File: src/rtl/btn_pkg.sv
// Shared definitions for the push-button debouncer: channel state encoding,
// default qualification time and small state helpers.
package btn_pkg;

  localparam int unsigned N_BTN_DEF           = 4;
  // 10 ms at 100 MHz
  localparam int unsigned DEBOUNCE_CYCLES_DEF = 1_000_000;
  localparam int unsigned DEBOUNCE_CYCLES_MIN = 2;
  localparam int unsigned DEBOUNCE_CYCLES_MAX = (1 << 24) - 1;

  localparam int unsigned STATE_W = 2;
  typedef logic [STATE_W-1:0] ch_state_t;

  localparam ch_state_t IDLE_LOW  = 2'd0;
  localparam ch_state_t WAIT_HIGH = 2'd1;
  localparam ch_state_t IDLE_HIGH = 2'd2;
  localparam ch_state_t WAIT_LOW  = 2'd3;

  // Debounced level is high while the accepted value is 1, including while a
  // falling edge is still being qualified.
  function automatic logic state_is_high(input ch_state_t s);
    return (s == IDLE_HIGH) || (s == WAIT_LOW);
  endfunction

  function automatic logic state_is_wait(input ch_state_t s);
    return (s == WAIT_HIGH) || (s == WAIT_LOW);
  endfunction

endpackage

File: src/rtl/btn_debounce_ch.sv
// One button channel: 2-FF synchroniser, qualification counter and FSM,
// registered level plus one-cycle press/release strobes.
module btn_debounce_ch
  import btn_pkg::*;
#(
  parameter int unsigned DEBOUNCE_CYCLES = DEBOUNCE_CYCLES_DEF
) (
  input  logic clk,
  input  logic reset,
  input  logic btn_raw,
  output logic btn_level,
  output logic btn_press,
  output logic btn_release,
  output logic press_nxt_c
);

  localparam int unsigned CNT_RAW = $clog2(DEBOUNCE_CYCLES);
  localparam int unsigned CNT_W   = (CNT_RAW < 1) ? 1 : CNT_RAW;
  localparam logic [CNT_W-1:0] CNT_LAST = CNT_W'(DEBOUNCE_CYCLES - 1);

  logic [1:0]       sync_q,    sync_d;
  ch_state_t        state_q,   state_d;
  logic [CNT_W-1:0] cnt_q,     cnt_d;
  logic             level_q,   level_d;
  logic             press_q,   press_d;
  logic             release_q, release_d;

  logic s2;
  logic cnt_done;

  assign s2       = sync_q[1];
  assign cnt_done = (cnt_q == CNT_LAST);

  // State register and all output/synchroniser flops
  always_ff @(posedge clk or negedge reset) begin
    if (!reset) begin
      sync_q    <= '0;
      state_q   <= IDLE_LOW;
      cnt_q     <= '0;
      level_q   <= 1'b0;
      press_q   <= 1'b0;
      release_q <= 1'b0;
    end else begin
      sync_q    <= sync_d;
      state_q   <= state_d;
      cnt_q     <= cnt_d;
      level_q   <= level_d;
      press_q   <= press_d;
      release_q <= release_d;
    end
  end

  // Next state and counter; the counter only advances while it is below the
  // terminal value, so it can never wrap.
  always_comb begin
    sync_d  = {sync_q[0], btn_raw};
    state_d = state_q;
    cnt_d   = cnt_q;
    case (state_q)
      IDLE_LOW: begin
        if (s2) begin
          state_d = WAIT_HIGH;
          cnt_d   = '0;
        end
      end
      WAIT_HIGH: begin
        if (!s2) begin
          state_d = IDLE_LOW;
        end else if (cnt_done) begin
          state_d = IDLE_HIGH;
        end else begin
          cnt_d = cnt_q + CNT_W'(1);
        end
      end
      IDLE_HIGH: begin
        if (!s2) begin
          state_d = WAIT_LOW;
          cnt_d   = '0;
        end
      end
      WAIT_LOW: begin
        if (s2) begin
          state_d = IDLE_HIGH;
        end else if (cnt_done) begin
          state_d = IDLE_LOW;
        end else begin
          cnt_d = cnt_q + CNT_W'(1);
        end
      end
      default: begin
        state_d = IDLE_LOW;
        cnt_d   = '0;
      end
    endcase
  end

  // Registered outputs derived from the transition being taken
  always_comb begin
    level_d   = state_is_high(state_d);
    press_d   = 1'b0;
    release_d = 1'b0;
    if (state_is_wait(state_q) && cnt_done) begin
      press_d   = (state_q == WAIT_HIGH) &&  s2;
      release_d = (state_q == WAIT_LOW)  && !s2;
    end
  end

  assign btn_level   = level_q;
  assign btn_press   = press_q;
  assign btn_release = release_q;
  assign press_nxt_c = press_d;

endmodule

File: src/rtl/btn_debounce.sv
// Four-button conditioner for the pong game: independent debounced channels
// plus a registered any_press strobe aligned with btn_press.
module btn_debounce
  import btn_pkg::*;
#(
  parameter int unsigned N_BTN           = N_BTN_DEF,
  parameter int unsigned DEBOUNCE_CYCLES = DEBOUNCE_CYCLES_DEF
) (
  input  logic             clk,
  input  logic             reset,
  input  logic [N_BTN-1:0] btn_raw,
  output logic [N_BTN-1:0] btn_level,
  output logic [N_BTN-1:0] btn_press,
  output logic [N_BTN-1:0] btn_release,
  output logic             any_press
);

  logic [N_BTN-1:0] press_nxt;
  logic             any_press_q, any_press_d;

  for (genvar g = 0; g < N_BTN; g++) begin : g_ch
    btn_debounce_ch #(
      .DEBOUNCE_CYCLES (DEBOUNCE_CYCLES)
    ) u_ch (
      .clk         (clk),
      .reset       (reset),
      .btn_raw     (btn_raw[g]),
      .btn_level   (btn_level[g]),
      .btn_press   (btn_press[g]),
      .btn_release (btn_release[g]),
      .press_nxt_c (press_nxt[g])
    );
  end

  // Built from next-cycle press values so it lands with btn_press
  always_comb begin
    any_press_d = |press_nxt;
  end

  always_ff @(posedge clk or negedge reset) begin
    if (!reset) begin
      any_press_q <= 1'b0;
    end else begin
      any_press_q <= any_press_d;
    end
  end

  assign any_press = any_press_q;

endmodule
File: config.mk
export PLATFORM = sky130hd
export DESIGN_NAME = btn_debounce
export DESIGN_NICKNAME = d
export VERILOG_FILES = /design/src/rtl/btn_pkg.sv /design/src/rtl/btn_debounce_ch.sv /design/src/rtl/btn_debounce.sv
export SDC_FILE = /design/constraint.sdc
export NUM_CORES = 1
export LEC_CHECK = 0
export CAP_MARGIN = 20
export CORE_MARGIN = 2
export CORE_UTILIZATION = 30
export DETAILED_ROUTE_END_ITERATION = 16
export SLEW_MARGIN = 30
export SYNTH_ARGS = -nofsm -noshare
export SYNTH_HDL_FRONTEND = slang
export SYNTH_HIERARCHICAL = 1
export SYNTH_SLANG_ARGS = --single-unit
File: constraint.sdc
create_clock -name clk -period 2 [get_ports clk]
set_input_delay 0.2 -clock clk [delete_from_list [all_inputs] [get_ports clk]]
set_output_delay 0.2 -clock clk [all_outputs]
set_load 0.05 [all_outputs]
==> metrics.txt <==
run status completed; sequential-to-total area share from yosys stat 47.7%; Power Density around 640 nW/um^2; initial antenna violation count 0; r2r worst-path depth 5; Hold Crit Class in -> reg; Routed Wire Length about 12000 um; Worst path max stage delay between 0.8 and 0.9 ns; clk buf depth 2; P_leak 2.57 nW; Compound-Gate Fraction of Synth Area around 17%; area of the core 18000 um^2; final critical-path share of the clock period approximately 94%; Reg area 2630 um^2; Buf/Inv on CP 1; slew margin rel. between 50% and 60%; vias in the first global route 4293; ranking of synthesized cells by area dfrtp_1, xor2_1, o31ai_1; TNS Setup 0 ns; Arr. time, crit path around 1.7 ns; XOR/XNOR Fraction of Synth Area around 5.1%; Remaining Overflow, GRT 0; Fillers roughly 1.8k; drt pass-1 iters 5; die area between 15000 and 20000 um^2; Cell Area, Synth 5510 um^2; CP Class reg -> out; post-synthesis mux area share less than 1%; Worst IR Drop VDD ~0.00049 V; count of non-filler cells in the finished layout 832; RR Startpoint g_ch[3].u_ch/cnt_q[6]; met2 layer usage reported by global route between 20% and 30%; number of synthesized flops with an enable pin 0; die height about 140 um; first-pass GRT wire length 21000 um; CP max stage cell clkdlybuf4s50_1; Main synth FF type dfrtp_1; Vias 4435; Worst-path clk slew 0.07 ns; met1 usage between 15 and 20%; Seq cells post-synth 105; Hold Crit Endpoint g_ch[0].u_ch/sync_q[0]; nets@finish just over 600; Post-synth ARST share 100%; delay-heaviest family, CP buffers and inverters; max frequency ~530 MHz; placed cell count roughly 820; final slew viol count 0; Worst Skew about 0.0046 ns; busiest grt layer met2; Setup crit start kind flop; number of CTS-inserted buffers 9; Final Setup Violations 0; Yosys cell types 42; ANT nets after route 0; syn_area_per_cell a little under 10 um^2; All-Layer GR Usage around an eighth; multi-input logic area between 2000 and 3000 um^2; endpoints failing hold 0; Syn Nets around 580; Clock H-tree levels 3; CTS tree done; max_cap viols 0; CTS sink count around 110; R2R setup slack 0.14 ns; top cell type's share of synthesized area between 40% and 50%; simple-gate share of the synthesized area roughly 25%; gpl congestion between 0.8 and 0.9; area delta synth->final 15.2%; layout cells sized above 1 between 10% and 20%; WHS Path Cells 1; CP Max Fanout 6; I/O pin count 19; minimum clock period around 1.9 ns; Iter 0 DRT Violations around 350; cell taking the most area after synthesis dfrtp_1; # diodes 0; cells along the critical path clkdlybuf4s50_1; drc violations 0; DP HPWL 8790 um; commonest non-fill, non-tap cell in the layout dfrtp_1; largest family of logic cells by synthesized area simple AND/OR/NAND/NOR gates; Post-Syn Instances between 500 and 600; Ys Warns 6; RSZ-0062 raised after global routing false; commonest non-fill, non-tap cells in the layout dfrtp_1, nand2_1, nor2_1; GR Layer Usage met3 around 2.9%; DIE WIDTH approximately 140 um; DR vias/cell about 5.3; std cell rows a little under 50; WL per Instance 14.7 um; Crit path required time approximately 1.8 ns; hold path start btn_raw[0]; clk_lat worst skew 0.35 ns; Initial Utilization a little over 30%; Worst Max-Slew Pin Slew approximately 0.62 ns; root buf cell clkbuf_16; endpoint class of the critical path output port; largest net degree at the start of global routing 45; IO Port Bufs 18; RR Endpoint g_ch[3].u_ch/cnt_q[15]; Post-Synth Adder-Cell Area 0.908%
==> cell type report <==
| class | instances | area share, % |
|---|---|---|
| sequential | 105 | 41.4 |
| clock inverter | 4 | 0.473 |
| inverter | 8 | 0.473 |
| multi-input combinational | 429 | 42.9 |
| tap | 229 | 4.51 |
| clock buffer | 11 | 3.66 |
| timing repair buffer | 46 | 6.58 |
==> registers in the layout, summed over array words and instances (netlist names) <==
register and flops:
any_press 1, g_ch.u_ch/btn_level 4, g_ch.u_ch/btn_press 4, g_ch.u_ch/btn_release 4
g_ch.u_ch/cnt_q 80, g_ch.u_ch/state_q 4, g_ch.u_ch/sync_q 8
==> per-layer routing <==
layer	vias to the layer above	share of wire, %
li1	2161	-
met1	2179	48
met2	77	47
met3	18	3.2
met4	0	1.9
met5	-	0
==> Yosys cell counts, types with 11 or more instances <==
cell	number
dfrtp_1	105
nand2_1	55
nor2_1	52
o21ai_0	31
nand4_1	28
o31ai_1	28
xor2_1	28
nand3_1	27
and3_1	24
o21ai_1	13
a31oi_1	12
buf_2	12
buf_4	12
nor4b_1	11
==> cell families after synthesis <==
kind of cell / after synthesis
flip-flops: 105
multiplexers: 4
buffers and inverters: 32
adder cells (fa/ha/maj): 4
AO/OA/AOI/OAI: 132
XOR/XNOR: 32
AND/OR/NAND/NOR: 257
==> power by group <==
part	switching (W)	internal [W]
clock network	0.000769	0.000843
logic	0.000156	0.0000962
registers	0.0000532	0.00216
total	0.000978	0.00310
==> stage by stage <==
| step | setup WS, ns | util [%] | hold WS (ns) | cell area (um^2) | power (W) |
|---|---|---|---|---|---|
| final | 0.112 | 35.2 | 0.297 | 6350 | 0.00408 |
| after global routing | 0.00437 | 35.2 | 0.286 | 6350 | 0.00429 |
| after CTS | 0.0508 | 35.1 | 0.285 | 6330 | 0.00416 |
| after detailed placement | 0.123 | 33.6 | 0.257 | 6050 | 0.00251 |
| after global placement | 0.181 | 33.6 | 0.253 | 6050 | 0.00250 |
| after floorplan | 0.201 | - | -0.0956 | 5510 | 0.00238 |
==> worst max-delay path by stage <==
stage,startpoint,end,slack (ns),cells past startpoint
2_1_floorplan,g_ch[0].u_ch/btn_level,g_ch[0].u_ch/cnt_q[19],0.20,5
3_3_place_gp,g_ch[3].u_ch/cnt_q[0],g_ch[3].u_ch/cnt_q[11],0.18,7
3_5_place_dp,g_ch[3].u_ch/cnt_q[0],g_ch[3].u_ch/cnt_q[11],0.12,7
4_1_cts,g_ch[0].u_ch/btn_level,btn_level[0],0.05,1
5_1_grt,g_ch[3].u_ch/cnt_q[0],g_ch[3].u_ch/cnt_q[11],0.004,7
6_report,g_ch[2].u_ch/btn_level,btn_level[2],0.11,1
==> repair_timing <==
action / CTS / global route
endpoints found under the setup margin: 0 / 13
gates resized for setup: 0 / 9
setup buffers: 0 / 0
hold buffers: 1 / 0
hold endpoints to repair: 41 / 0
Note: power is estimated with default switching activity, not from simulation.
